File: config.mk
export PLATFORM = sky130hd
export DESIGN_NAME = fetch_queue_flat
export DESIGN_NICKNAME = d
export VERILOG_FILES = /design/src/rtl/fetch_queue_if.sv /design/src/rtl/fetch_queue.sv /design/src/flat_wrapper.sv
export SDC_FILE = /design/constraint.sdc
export NUM_CORES = 1
export LEC_CHECK = 0
export ABC_CLOCK_PERIOD_IN_PS = 4900
export BUFFER_PORTS_ARGS = -buffer_cell sky130_fd_sc_hd__buf_2
export CAP_MARGIN = 20
export CORE_ASPECT_RATIO = 0.75
export CORE_MARGIN = 4
export CORE_UTILIZATION = 57
export CTS_BUF_LIST = sky130_fd_sc_hd__clkbuf_4 sky130_fd_sc_hd__clkbuf_8 sky130_fd_sc_hd__clkbuf_16
export CTS_CLUSTER_SIZE = 8
export DETAILED_ROUTE_END_ITERATION = 10
export PLACE_DENSITY_LB_ADDON = 0.1
export RECOVER_POWER = 50
export SETUP_SLACK_MARGIN = 0.02
export SYNTH_ARGS = -nofsm -noshare
export SYNTH_HDL_FRONTEND = slang
export SYNTH_SLANG_ARGS = --single-unit
File: constraint.sdc
create_clock -name clk -period 4.9 [get_ports clk]
set_clock_uncertainty 0.05 [all_clocks]
set_input_delay 0.49 -clock clk [delete_from_list [all_inputs] [get_ports clk]]
set_output_delay 0.49 -clock clk [all_outputs]
set_load 0.005 [all_outputs]
File: src/rtl/fetch_queue_if.sv
// ---------------------------------------------------------------------------
// fetch_queue_if
//   Groups the fetch queue's instruction-memory and decode-side signals.
//
//   Parameters:
//     XLEN    - address / PC width
//     DEPTH   - queue entries (sets the width of count)
//     ISSUE_W - instructions fetched / presented per cycle (1 or 2)
//
//   Signals:
//     imem_addr      - fetch address, aligned down to 4*ISSUE_W bytes
//     imem_rdata     - lane k = instruction at imem_addr + 4k
//     imem_valid     - imem_rdata valid this cycle
//     redirect_valid - flush queue and restart fetch
//     redirect_pc    - new fetch PC (bits [1:0] ignored)
//     deq_take       - entries decode consumes this cycle
//     out_instr      - presented instructions, slot 0 = oldest
//     out_pc         - PC of each presented slot
//     out_valid      - bit i set when more than i entries are queued
//     count          - occupied entries
//
//   Modports:
//     slave  - the fetch queue itself
//     master - the environment (memory + decode + branch unit)
// ---------------------------------------------------------------------------
interface fetch_queue_if #(
    parameter int XLEN    = 32,
    parameter int DEPTH   = 4,
    parameter int ISSUE_W = 2
) ();
    localparam int CW = $clog2(DEPTH) + 1;

    logic [XLEN-1:0]         imem_addr;
    logic [32*ISSUE_W-1:0]   imem_rdata;
    logic                    imem_valid;
    logic                    redirect_valid;
    logic [XLEN-1:0]         redirect_pc;
    logic [1:0]              deq_take;
    logic [32*ISSUE_W-1:0]   out_instr;
    logic [XLEN*ISSUE_W-1:0] out_pc;
    logic [ISSUE_W-1:0]      out_valid;
    logic [CW-1:0]           count;

    modport slave (
        output imem_addr,
        input  imem_rdata,
        input  imem_valid,
        input  redirect_valid,
        input  redirect_pc,
        input  deq_take,
        output out_instr,
        output out_pc,
        output out_valid,
        output count
    );

    modport master (
        input  imem_addr,
        output imem_rdata,
        output imem_valid,
        output redirect_valid,
        output redirect_pc,
        output deq_take,
        input  out_instr,
        input  out_pc,
        input  out_valid,
        input  count
    );
endinterface

File: src/rtl/fetch_queue.sv
// ---------------------------------------------------------------------------
// fetch_queue
//   Instruction fetch queue. Owns the fetch PC, requests ISSUE_W aligned
//   instructions per cycle from instruction memory, buffers them with their
//   PCs in a DEPTH-entry circular queue and presents the oldest ISSUE_W
//   entries to decode. A redirect flushes the queue and restarts fetch at
//   the new PC; misaligned targets push only the lanes at or above the
//   target lane.
//
//   Ports:
//     clk             - clock, rising edge
//     reset           - synchronous active-high reset
//     bus (slave)     - fetch_queue_if: imem request/response, redirect,
//                       decode dequeue and presented entries
//     perf_full_stall - (FQ_PERF_EN only) saturating count of cycles where
//                       memory had data but the queue could not accept it
//
//   Optional feature macro: FQ_PERF_EN
// ---------------------------------------------------------------------------
module fetch_queue #(
    parameter int              XLEN     = 32,
    parameter int              DEPTH    = 4,
    parameter int              ISSUE_W  = 2,
    parameter logic [XLEN-1:0] RESET_PC = '0
) (
    input  logic                clk,
    input  logic                reset,
    fetch_queue_if.slave        bus
`ifdef FQ_PERF_EN
    ,
    output logic [31:0]         perf_full_stall
`endif
);
    localparam int              PW         = $clog2(DEPTH);
    localparam int              CW         = PW + 1;
    localparam logic [XLEN-1:0] ALIGN_MASK = ~XLEN'(4 * ISSUE_W - 1);
    localparam logic [XLEN-1:0] STRIDE     = XLEN'(4 * ISSUE_W);
    localparam logic [XLEN-1:0] WORD_MASK  = ~XLEN'(3);

    // Architectural state
    logic [XLEN-1:0] fetch_pc_q, fetch_pc_d;
    logic [PW-1:0]   head_q, head_d;
    logic [PW-1:0]   tail_q, tail_d;
    logic [CW-1:0]   count_q, count_d;

    // Queue storage (no reset; validity is tracked by count)
    logic [31:0]     instr_mem [DEPTH];
    logic [XLEN-1:0] pc_mem    [DEPTH];

    logic [XLEN-1:0] fetch_base;
    logic            off;
    logic [CW-1:0]   pcnt;
    logic [CW-1:0]   free_slots;
    logic            enq;
    logic [CW-1:0]   take;

    logic [ISSUE_W-1:0] wr_en;
    logic [PW-1:0]      wr_idx  [ISSUE_W];
    logic [XLEN-1:0]    lane_pc [ISSUE_W];

    assign fetch_base    = fetch_pc_q & ALIGN_MASK;
    assign bus.imem_addr = fetch_base;

    // Lane of the fetch PC within the aligned fetch group; only the
    // dual-issue build can start mid-group.
    generate
        if (ISSUE_W == 2) begin : g_off2
            assign off = fetch_pc_q[2];
        end else begin : g_off1
            assign off = 1'b0;
        end
    endgenerate

    assign pcnt       = CW'(ISSUE_W) - CW'(off);
    // Space is judged on the registered count: a same-cycle dequeue does
    // not make room for this cycle's push.
    assign free_slots = CW'(DEPTH) - count_q;
    assign enq        = bus.imem_valid && (free_slots >= pcnt);

    // Effective dequeue: clamp to what is present and to the issue width.
    always_comb begin
        take = CW'(bus.deq_take);
        if (take > count_q) begin
            take = count_q;
        end
        if (take > CW'(ISSUE_W)) begin
            take = CW'(ISSUE_W);
        end
    end

    // Per-lane write enables and destinations. Lanes below the offset are
    // skipped, so lane gi lands at tail + (gi - off).
    generate
        for (genvar gi = 0; gi < ISSUE_W; gi++) begin : g_lane
            assign wr_en[gi]   = enq && !bus.redirect_valid && !reset &&
                                 ((gi != 0) || (off == 1'b0));
            assign wr_idx[gi]  = tail_q + PW'(gi) - PW'(off);
            assign lane_pc[gi] = fetch_base + XLEN'(4 * gi);
        end
    endgenerate

    always_ff @(posedge clk) begin
        for (int l = 0; l < ISSUE_W; l++) begin
            if (wr_en[l]) begin
                instr_mem[wr_idx[l]] <= bus.imem_rdata[l*32 +: 32];
                pc_mem[wr_idx[l]]    <= lane_pc[l];
            end
        end
    end

    // Next-state logic
    always_comb begin
        fetch_pc_d = fetch_pc_q;
        head_d     = head_q;
        tail_d     = tail_q;
        count_d    = count_q;
        if (bus.redirect_valid) begin
            // Flush discards any same-cycle push or pop.
            fetch_pc_d = bus.redirect_pc & WORD_MASK;
            head_d     = '0;
            tail_d     = '0;
            count_d    = '0;
        end else begin
            head_d  = head_q + PW'(take);
            count_d = count_q - take;
            if (enq) begin
                fetch_pc_d = fetch_base + STRIDE;
                tail_d     = tail_q + PW'(pcnt);
                count_d    = count_q + pcnt - take;
            end
        end
    end

    always_ff @(posedge clk) begin
        if (reset) begin
            fetch_pc_q <= RESET_PC;
            head_q     <= '0;
            tail_q     <= '0;
            count_q    <= '0;
        end else begin
            fetch_pc_q <= fetch_pc_d;
            head_q     <= head_d;
            tail_q     <= tail_d;
            count_q    <= count_d;
        end
    end

    // Presented slots read straight out of storage, oldest first.
    generate
        for (genvar gi = 0; gi < ISSUE_W; gi++) begin : g_slot
            logic [PW-1:0] rd_idx;
            assign rd_idx                          = head_q + PW'(gi);
            assign bus.out_instr[gi*32 +: 32]      = instr_mem[rd_idx];
            assign bus.out_pc[gi*XLEN +: XLEN]     = pc_mem[rd_idx];
            assign bus.out_valid[gi]               = (count_q > CW'(gi));
        end
    endgenerate

    assign bus.count = count_q;

`ifdef FQ_PERF_EN
    // Memory offered data but the queue could not take it. Survives
    // redirects; only reset clears it.
    always_ff @(posedge clk) begin
        if (reset) begin
            perf_full_stall <= '0;
        end else if (bus.imem_valid && !enq && (perf_full_stall != 32'hFFFF_FFFF)) begin
            perf_full_stall <= perf_full_stall + 32'd1;
        end
    end
`endif

endmodule

File: src/flat_wrapper.sv
// flat-port wrapper written by rule: the top's interface ports become plain ports
module fetch_queue_flat 
#(
    parameter int              XLEN     = 32,
    parameter int              DEPTH    = 4,
    parameter int              ISSUE_W  = 2,
    parameter logic [XLEN-1:0] RESET_PC = '0
)
  (clk, reset, bus_imem_addr, bus_imem_rdata, bus_imem_valid, bus_redirect_valid, bus_redirect_pc, bus_deq_take, bus_out_instr, bus_out_pc, bus_out_valid, bus_count);
  fetch_queue_if #(.XLEN(XLEN), .DEPTH(DEPTH), .ISSUE_W(ISSUE_W)) bus_i ();
  input  logic clk;
  input  logic reset;
  output wire logic [$bits(bus_i.imem_addr)-1:0] bus_imem_addr;
  input wire logic [$bits(bus_i.imem_rdata)-1:0] bus_imem_rdata;
  input wire logic [$bits(bus_i.imem_valid)-1:0] bus_imem_valid;
  input wire logic [$bits(bus_i.redirect_valid)-1:0] bus_redirect_valid;
  input wire logic [$bits(bus_i.redirect_pc)-1:0] bus_redirect_pc;
  input wire logic [$bits(bus_i.deq_take)-1:0] bus_deq_take;
  output wire logic [$bits(bus_i.out_instr)-1:0] bus_out_instr;
  output wire logic [$bits(bus_i.out_pc)-1:0] bus_out_pc;
  output wire logic [$bits(bus_i.out_valid)-1:0] bus_out_valid;
  output wire logic [$bits(bus_i.count)-1:0] bus_count;
  assign bus_imem_addr = bus_i.imem_addr;
  assign bus_i.imem_rdata = bus_imem_rdata;
  assign bus_i.imem_valid = bus_imem_valid;
  assign bus_i.redirect_valid = bus_redirect_valid;
  assign bus_i.redirect_pc = bus_redirect_pc;
  assign bus_i.deq_take = bus_deq_take;
  assign bus_out_instr = bus_i.out_instr;
  assign bus_out_pc = bus_i.out_pc;
  assign bus_out_valid = bus_i.out_valid;
  assign bus_count = bus_i.count;
  fetch_queue #(.XLEN(XLEN), .DEPTH(DEPTH), .ISSUE_W(ISSUE_W), .RESET_PC(RESET_PC)) u_core (.clk(clk), .reset(reset), .bus(bus_i));
endmodule
---- Word-level counts from Yosys, hierarchy flattened ----
Memories as Yosys holds them, arrays and structs flattened. A register that Yosys moved wholly into a read port is not among the register bits.
Cells that the tools add are included.
Widths: inputs -> output; s select.
operators by class
  $add $sub $neg .......................... 13
  magnitude comparators ................... 5
  multiplexer cells ....................... 11
  bitwise operators ....................... 1
  reductions and logical operators ........ 8
operators with widths
  cell                   number
  $mux 32                2
  $add 32x3->32 const B  1
  $add 32x4->32 const B  1
  $mux 3                 3
  $gt 3x1->1 const B     2
  $sub 3x3->3            2
  $add 2x1->2 const B    2
  $add 2x2->2            2
  $logic_and 1x1->1      4
  $mux 1                 4
  $mux 2                 2
  $sub 2x1->2            2
  $add 3x3->3            1
  $ge 3x3->1             1
  $gt 2x3->1             1
  $gt 3x2->1 const B     1
  $sub 2x1->3 const A    1
  $sub 3x3->3 const A    1
  $logic_not 1->1        2
  $reduce_bool 2->1      1
  $reduce_or 2->1        1
  $not 1->1              1
storage, ports and cells
  register bits ........................... 39
  memory bits (writable) .................. 256
  bits of input ports ..................... 102
  logic and storage cells ................. 45
  memories kept ........................... 2
memories
  memory            words  width  rd ports  clocked after memory_dff  wr ports  RTL line           text
  u_core.instr_mem  4      32     2         1                         2         fetch_queue.sv:47  logic [31:0] instr_mem [DEPTH];
  u_core.pc_mem     4      32     2         1                         2         fetch_queue.sv:48  logic [XLEN-1:0] pc_mem [DEPTH];

---- Longest topological paths before layout ----
Gate-level depths: netlist (run 1).
  word-level depth ........................ 8
  gate-level depth with buffers ........... 13
  depth with buffers taken out ............ 13

---- Worst setup path after synthesis (run 1) ----
No wires, ideal clock.
  kind .................................... reg-to-reg
  start ................................... reg u_core.count_q[1], in the netlist u_core.bus.count[1]
  end ..................................... mem u_core.instr_mem[0][0] (enable)
  library setup time ...................... 446 ps
  data arrival time ....................... 3,847 ps
  data required time ...................... 4,404 ps
  path slack .............................. 557 ps
  cell stages (with the launch flop) ...... 10
  buffers on the path ..................... 2
  clock period less this slack ............ 4,343 ps
  path through ............................ dfxtp_1 -> inv_1 -> ha_1 -> ha_1 -> and2_1 -> a22o_1 -> clkbuf_8 -> nand2_1 -> nor2_1 -> clkbuf_1
RTL lines
  what                      RTL line            text
  start: declaration        fetch_queue.sv:44   logic [CW-1:0] count_q, count_d;
  start signal: assignment  fetch_queue.sv:144  count_q <= count_d;
  end: declaration          fetch_queue.sv:47

==> metrics.txt, run 1 <==
CTS Buf Count 41; register clock-pin slew on the reported worst setup and hold paths 0.05 ns; worst r2r src u_core.bus.count[1]; FF+latch count, synth 285; Chip Height 150 um; IO Port Bufs 257; ys flop type edfxtp_1; clock sinks 285; die area 0.0298 sq mm; Post-synth EDFFs 244; startpoint type of the worst setup path flop; Syn. warnings 0; Final Hold Vio Count 0; failing checks max-capacitance violations, max-slew violations; RSZ-0062 raised after global routing no; VDD IR max 0.256 mV; nets@finish 1,354; total global-route track usage 0.240; P per Cell Area 423 mW/mm^2; maximum fanout along the worst path 33; area grow syn2layout 15.4%; syn avg cell area 15.0 sq um; vias in the first global route 9,810; row cnt 51; Tcrit/Tclk final 0.829; reg2reg path depth 9; total grt overflow 0; IO Count 267; pin count of the biggest net entering global routing 69; Unique masters post-synth 58; Worst EP required 5.10 ns; final core utilization 0.677; Syn Inst Count 1,028; worst-skew pair later-pin latency 0.51 ns; routability cong. 0.801; critical path endpoint u_core.instr_mem[0][2]; Crit. End Element flop; Avg Vias per Cell 6.03; Worst-Margin Slew 1.99 ns; WL per Instance 22.4 um; DRT Pass-1 Iters 5; total power 0.00753 W; Setup WS pre-CTS 1.30 ns; Slew Viols, Final 123; endpoints failing setup 0; die width 198 um; post_cts resized 0; clk root buf clkbuf_16; CTS tree done; hold path cells 3; Setup Buffers After CTS 0; Static Leak 6.10 nW; estimated wirelength of the detail-placed design 23,700 um; post-route setup slack 0.836 ns; via count 9,641; # hold bufs at CTS 0; HP Class in -> reg; Seq/Total Area, Yosys 0.528; core area 0.0263 sq mm; fillers 1,965; final wirelength 35,800 um; Fin Setup TNS 0 ns; Post-Synthesis Cell Area 0.0154 sq mm; Final ANT Viol Nets 0; status finished with violations; Worst EP arrival 4.26 ns; DRC viols 0; maximum root-to-sink buffer count 3; layout cells sized above 1 0.398; RR Endpoint u_core.instr_mem[0][2]; Slew HR -0.326; WHS 0.126 ns; crit path from u_core.bus.count[1]; global-route wire length before repair 55,900 um; fmax 246 MHz; initial core utilization 0.587; Max H-tree Level 2; initial antenna violation count 2; Starting DRT DRC Count 746; Crit Path Category reg -> reg; min Tclk post-route 4.06 ns; Max Cap Viol 4; reg2reg setup slack 0.84 ns; Post-synth ARST share 0
==> how the worst min path moves through the flow <==
stage,endpoint,startpoint,slack [ns]
5_1_grt,u_core.fetch_pc_q[27],bus_redirect_pc[27],0.14
2_1_floorplan,u_core.pc_mem[3][2],u_core.pc_mem[3][2],0.39
3_3_place_gp,u_core.pc_mem[3][2],u_core.pc_mem[3][2],0.40
6_report,u_core.fetch_pc_q[29],bus_redirect_pc[29],0.13
3_5_place_dp,u_core.pc_mem[3][2],u_core.pc_mem[3][2],0.41
4_1_cts,u_core.fetch_pc_q[29],bus_redirect_pc[29],0.11
==> kinds of logic (layout without fill, tap and decap cells) <==
family,count (synthesis),after routing,share of synthesized area
other,1,9,0.000243
buffers and inverters,122,341,0.0426
and+or+nand+nor,264,264,0.0965
DFF,285,285,0.528
AOI/OAI and AO/OA,58,58,0.0261
muxes,258,258,0.279
adders and majority gates,15,15,0.0136
xor gates and xnor gates,25,25,0.0142
==> cells in the final DEF, fill, tap and decap left out, types with 13 or more instances in the layout <==
cell type and count:
clkbuf_16 43, nand3_1 19, clkbuf_4 14, clkbuf_1 108
edfxtp_1 244, xor2_1 13, buf_2 153, mux4_2 124
nand2_1 28, nor3_1 14, nor2_1 35, dfxtp_1 40
mux2_2 130, a211oi_1 17, and2_1 103
==> report_power, final <==
part / internal [W] / switching [W] / leakage, nW / total (W)
Combinational: 0.000849 / 0.000902 / 2.89 / 0.00175
Clock: 0.00165 / 0.000977 / 0.603 / 0.00263
Sequential: 0.00292 / 0.000229 / 2.61 / 0.00315
==> critical path: stages, from the launching register on <==
cell and delay (ns):
dfxtp_1 0.50, inv_1 0.16, ha_1 0.30, ha_1 0.26, and2_1 0.14, a22oi_1 0.15, clkbuf_1 0.73, nor3_1 0.22
nand2_2 0.82, mux2_2 0.42
==> state kept, by name, indices dropped and copies added, names as in the netlist <==
| signal | cells |
|---|---|
| u_core.tail_q | 2 |
| u_core.bus.count | 3 |
| u_core.fetch_pc_q | 30 |
| u_core.instr_mem | 128 |
| u_core.pc_mem | 120 |
| u_core.head_q | 2 |
==> cells in the mapped netlist (2+ instances only) <==
cell type	number	area, sq um
nand2b_1	3	18.8
xnor2_1	12	105
a311oi_1	5	43.8
and2_2	4	30.0
buf_4	36	270
mux2i_1	4	40.0
edfxtp_1	244	7330
or2_2	3	18.8
clkbuf_8	3	41.3
nor2b_1	2	12.5
or3_1	4	25.0
dfxtp_1	41	821
and3_1	4	25.0
xor2_1	13	114
nand4_1	12	75.1
clkbuf_1	34	128
inv_1	11	41.3
mux2_2	130	1460
buf_1	28	105
o31ai_1	4	30.0
fa_1	3	60.1
mux4_2	124	2790
nor3b_1	2	15.0
nand3_1	19	95.1
or4_2	2	17.5
a22o_1	2	17.5
o21ai_0	10	50.1
and2_1	107	669
nor3_1	14	70.1
a211oi_1	18	135
ha_1	12	150
a21oi_1	8	40.0
nor4_1	10	62.6
buf_2	7	35.0
nor2_1	38	143
a22oi_1	3	22.5
nand2_1	31	116
==> through the flow <==
stage | instance area [sq um] | instances
floorplan | 15400 | 1034
global placement | 16800 | 1538
detailed placement | 16800 | 1538
CTS | 18000 | 1597
global route | 17800 | 1598
finish | 17800 | 1599
==> cell type report <==
| cell class | count | area, sq um | area share |
|---|---|---|---|
| diodes | 2 | 5.00 | 0.000281 |
| inverters | 11 | 41.3 | 0.00232 |
| well taps | 344 | 430 | 0.0242 |
| clock buffers | 57 | 1180 | 0.0664 |
| multi-input cells | 627 | 6690 | 0.376 |
| flip-flops and latches | 285 | 8150 | 0.458 |
| repair buffers | 271 | 1290 | 0.0724 |
| clock inverters | 2 | 13.8 | 0.000773 |
==> metal layers <==
metal	vias up	routed length, um	GRT usage
li1	4416	-	-
met1	4797	15600	0.364
met4	2	618	0.0551
met5	-	13	0
met2	377	16300	0.362
met3	49	3230	0.0519
No activity file was read; power rests on OpenSTA's default activity.
==> run 2, diff against run 1 <==
Settings changed: ABC_AREA from default to 1, ABC_CLOCK_PERIOD_IN_PS 4900 to 3250, CORE_UTILIZATION 57 to 52.
Clock period 4.9 ns to 3.25 ns, I/O delays scaled along.
==> run 2 against run 1 <==
The flow now finishes without violations; worst hold slack worse by 0.11 ns; via count grew 54%; utilization down 6.3 points; combinational power grew 110%; register-to-register slack worse by 0.60 ns; clock power is 62% higher; critical endpoint is now bus_out_pc[38]; largest cell class unchanged; highest routed layer is now met4.
==> metrics.txt, run 2 <==
Area contributors post-synth edfxtp_1 46%, o21ai_0 10%, a21oi_1 8.2%, nand2_1 7.9%, nor2_1 5.5%; Post-synth EDFFs 244; DP Area 0.0174 sq mm; count leader, synth nand2_1; total grt overflow 0; FF+latch count, synth 285; Post-Synthesis Cell Area 0.0160 sq mm; fmax 313 MHz; initial core utilization 0.529; VDD IR max 0.437 mV; routability cong. 0.921; Starting DRT DRC Count 1,727; core area 0.0302 sq mm; vias in the first global route 14,000; Worst EP required 2.87 ns; area leader, netlist edfxtp_1; P per Cell Area 673 mW/mm^2; estimated wirelength of the detail-placed design 32,000 um; Max H-tree Level 2; startpoint type of the worst setup path flop; total global-route track usage 0.292; Register Area 0.00815 sq mm; CTS tree done; DRT Pass-1 Iters 6; clock sinks 285; WL per Instance 19.8 um; RSZ-0062 raised after global routing no; Crit Path Category reg -> out; Fin Setup TNS 0 ns; min Tclk post-route 3.19 ns; Worst EP arrival 2.82 ns; most frequent cells in the layout 333 x nand2_1, 328 x o21ai_0, 261 x a21oi_1; status finished clean; die area 0.0337 sq mm; most common cell after layout, fill and taps aside nand2_1; initial antenna violation count 1; Syn Inst Count 1,948; via count 14,800; Chip Height 160 um; fin cells 2,558; Cells after DPL 2,482; Post-synth ARST share 0; Seq/Total Area, Yosys 0.509; maximum root-to-sink buffer count 3; area share of the largest cell type after synthesis 0.458; die width 211 um; IO Count 267; Syn. warnings 0; Multi-input gate area 0.00638 sq mm; Final ANT Viol Nets 0; met2 usage 0.468; Crit. End Element output pin; Post-synth top cells 338 x nand2_1, 327 x o21ai_0, 261 x a21oi_1; Tcrit/Tclk final 0.982; met1 Track Usage GR 0.400; final wirelength 50,700 um; Slew Viols, Final 0; maximum fanout along the worst path 28; met3 GRT Util 0.0681; pin count of the biggest net entering global routing 127; DRC viols 0; layout cells sized above 1 0.138; number of flip-flops under the largest register name 128; HP Class in -> reg; fillers 2,651; area grow syn2layout 16.0%; design area 0.0185 sq mm; ys flop type edfxtp_1; Avg Vias per Cell 5.79; global-route wire length before repair 78,000 um; Slew HR 0.395; CTS Buf Count 41; IO Port Bufs 257; clk root buf clkbuf_16; endpoints failing setup 0; syn avg cell area 8.21 sq um; Max Cap Viol 0; nets@finish 2,245; Setup Buffers After CTS 0; row cnt 55; register clock-pin slew on the reported worst setup and hold paths 0.05 ns; Static Leak 7.56 nW; Final Hold Vio Count 0; Unique masters post-synth 37; GR peak layer met2; Worst-Margin Slew 0.908 ns; worst-skew pair later-pin latency 0.54 ns
[run 2: cell families after synthesis]
family                   synth area share
flip-flops                          0.509
buffers and inverters              0.0953
AND/OR/NAND/NOR                     0.155
other                            0.000234
adder cells (fa/ha/maj)            0.0131
XOR/XNOR                          0.00821
AO/OA/AOI/OAI                       0.219
[run 2: layer usage]
layer,share of wire,vias up
met1,0.40,6933
met3,0.11,94
met4,0.022,0
li1,-,6993
met5,0,-
met2,0.47,798
[run 2: report_power, final]
part | internal (W) | total (W) | switching, W
Combinational | 0.00122 | 0.00376 | 0.00254
Sequential | 0.00429 | 0.00447 | 0.000177
Clock | 0.00268 | 0.00425 | 0.00157
Total | 0.00820 | 0.0125 | 0.00428
[run 2: repair_timing]
action                                 4_1_cts  5_1_grt
hold buffers                                 2        0
setup endpoints to repair                    0        1
endpoints found under the hold margin        2        0
gates resized for setup                      0        1
[run 2: critical path, cell delays in order (launching register included)]
cell and delay, ns:
dfxtp_1 0.32, buf_4 0.26, nand2_2 0.38, clkbuf_2 0.61, nor2_1 0.11, o21ai_0 0.38, buf_2 0.20
[run 2: path summary, 6_finish.rpt]
path / start / endpoint / slack [ns] / cells past startpoint
setup / recovery: u_core.head_q[1] / bus_out_pc[38] / 0.06 / 6
hold / removal: bus_redirect_pc[9] / u_core.fetch_pc_q[9] / 0.02 / 3
setup reg to reg: u_core.bus.count[0] / u_core.pc_mem[2][24] / 0.24 / 10
hold reg to reg: u_core.pc_mem[2][2] / u_core.pc_mem[2][2] / 0.41 / 2
[run 2: final cells by class]
cell class                      instances  share of cell area
Inverter                              159              0.0325
Timing Repair Buffer                  302              0.0867
Clock buffer                           71              0.0694
Sequential cell                       285               0.440
Multi-Input combinational cell       1339               0.344
Antenna cell                            1            0.000135
Clock inverter                          2            0.000742
Tap cell                              399              0.0269
[run 2: metrics by stage]
| stage | utilization | hold slack, ns | setup slack (ns) | total power [W] |
|---|---|---|---|---|
| 2_1_floorplan | - | 0.380 | 0.164 | 0.00673 |
| 3_3_place_gp | 0.577 | 0.399 | 0.402 | 0.00832 |
| 3_5_place_dp | 0.577 | 0.402 | 0.348 | 0.00841 |
| 4_1_cts | 0.621 | 0.00332 | 0.299 | 0.0126 |
| 5_1_grt | 0.614 | 0.0282 | 0.0293 | 0.0131 |
| 6_report | 0.614 | 0.0178 | 0.0593 | 0.0125 |
==> run 3, diff against run 2 <==
Settings changed: CORE_UTILIZATION 52 to 53, CTS_BUF_LIST sky130_fd_sc_hd__clkbuf_4 sky130_fd_sc_hd__clkbuf_8 sky130_fd_sc_hd__clkbuf_16 to sky130_fd_sc_hd__clkbuf_2.
==> run 3 against run 2 <==
Worst hold slack improved by 0.10 ns; maximum frequency grew 4.2%; non-clock buffer count rose by 137; register-to-register slack barely moved; clock power fell by 44%; sequential share of layout area is 1.9 points lower; global-route usage up 1.2 points; first-iteration DRC count increased by 6.3%; combinational power up 8.8%; die area is 1.8% lower; flip-flop and latch count did not move; sequential power hardly changed; critical path type unchanged; critical endpoint is now bus_out_pc[45].
==> metrics.txt, run 3 (synthesized netlist as in run 2, its figures left out) <==
fillers 2,500; min Tclk post-route 3.06 ns; core area 0.0294 sq mm; via count 15,700; die width 209 um; met3 WL 5760 um; P per Cell Area 565 mW/mm^2; total power 0.0110 W; Final ANT Viol Nets 0; endpoints failing setup 0; DRC viols 0; Static Leak 8.24 nW; Crit. End Element output pin; status finished clean; pin count of the biggest net entering global routing 141; Max H-tree Level 3; total grt overflow 0; IO Port Bufs 257; hold wc startpoint bus_redirect_valid; Slew Viols, Final 0; final wirelength 52,400 um; most common cell after layout, fill and taps aside o21ai_0; maximum root-to-sink buffer count 3; IO Count 267; CTS tree done; fmax 327 MHz; Worst EP required 2.87 ns; global-route wire length before repair 80,000 um; nets@finish 2,415; clk root buf clkbuf_2; VDD IR max 0.355 mV; die area 0.0331 sq mm; worst-skew pair later-pin latency 0.89 ns; Worst-Margin Slew 0.951 ns; estimated wirelength of the detail-placed design 31,200 um; register clock-pin slew on the reported worst setup and hold paths 0.10 ns; vias in the first global route 15,200; CTS Buf Count 74; WL per Instance 19.1 um; Worst EP arrival 2.69 ns; RSZ-0062 raised after global routing no; Avg Vias per Cell 5.73; most frequent cells in the layout 336 x o21ai_0, 331 x nand2_1, 261 x a21oi_1; DR WL met2 24,600 um; uppermost routed layer met5; maximum fanout along the worst path 62; routability cong. 0.956; Chip Height 158 um; area grow syn2layout 21.4%; Tcrit/Tclk final 0.942; Slew HR 0.366; Crit Path Category reg -> out; startpoint type of the worst setup path flop; Metal-1 WL 20,700 um; clock sinks 285; initial antenna violation count 2; Final Hold Vio Count 0; Starting DRT DRC Count 1,835; Max Cap Viol 0; crit path from u_core.head_q[0]; worst r2r src u_core.bus.count[0]; total global-route track usage 0.304; row cnt 54; number of flip-flops under the largest register name 128; DRT Pass-1 Iters 6; layout cells sized above 1 0.185; Fin Setup TNS 0 ns; initial core utilization 0.544; HP Class in -> reg
==> run 3: cell count changes in the layout (fill, tap and decap cells not counted), moves of 8 or more <==
cell / before / now
clkbuf_2: 13 / 126
buf_2: 158 / 240
clkbuf_4: 32 / 4
o21ai_0: 328 / 336
clkbuf_16: 43 / 1
dlygate4sd3_1: 2 / 134
clkbuf_1: 92 / 18
o21ai_1: 22 / 13
==> run 3: where the power goes <==
part | leakage (nW) | internal (W) | switching [W]
Clock | 0.508 | 0.000933 | 0.00146
Combinational | 5.12 | 0.00151 | 0.00258
Sequential | 2.62 | 0.00429 | 0.000191
Total | 8.24 | 0.00673 | 0.00423
==> run 3: path summary, 6_finish.rpt <==
check | cells after the start | slack [ns] | endpoint
hold / removal | 4 | 0.12 | u_core.bus.count[1]
hold reg to reg | 2 | 0.42 | u_core.pc_mem[2][2]
setup reg to reg | 11 | 0.24 | u_core.fetch_pc_q[12]
setup / recovery | 6 | 0.19 | bus_out_pc[45]
==> run 3: repair_timing <==
| action | in CTS | in global routing |
|---|---|---|
| resized for setup | 0 | 11 |
| buffers inserted | 0 | 6 |
| hold endpoints to repair | 165 | 0 |
| setup endpoints to repair | 0 | 55 |
| hold buffers | 134 | 0 |
==> run 3: per-layer routing <==
metal / vias to the layer above / GRT usage
met5: - / 0
li1: 7372 / -
met2: 873 / 0.504
met4: 2 / 0.107
met1: 7360 / 0.402
met3: 102 / 0.0674
==> run 3: area by class of cell <==
type	count	area, sq um	area share
Sequential cell	285	8160	0.420
Multi-Input combinational cell	1339	6420	0.331
Timing Repair Buffer	439	3130	0.161
Inverter	159	603	0.0311
Clock buffer	118	591	0.0304
Tap cell	392	490	0.0253
Clock inverter	6	22.5	0.00116
Antenna cell	3	7.51	0.000387
==> run 3: critical path, cell delays in order, from the launching register on <==
cell	delay (ns)
dfxtp_4	0.54
inv_4	0.23
buf_16	0.28
a21oi_1	0.17
a21oi_1	0.05
o21ai_0	0.37
buf_2	0.19
==> run 3: stage by stage <==
step | instances | utilization | area (sq um) | setup slack [ns] | hold WS (ns)
floorplan | 1954 | - | 16000 | 0.164 | 0.380
global placement | 2473 | 0.594 | 17500 | 0.444 | 0.397
detailed placement | 2473 | 0.594 | 17500 | 0.367 | 0.402
CTS | 2731 | 0.661 | 19400 | 0.0235 | 0.00507
global route | 2740 | 0.661 | 19400 | 0.0379 | 0.0650
finish | 2741 | 0.661 | 19400 | 0.189 | 0.118
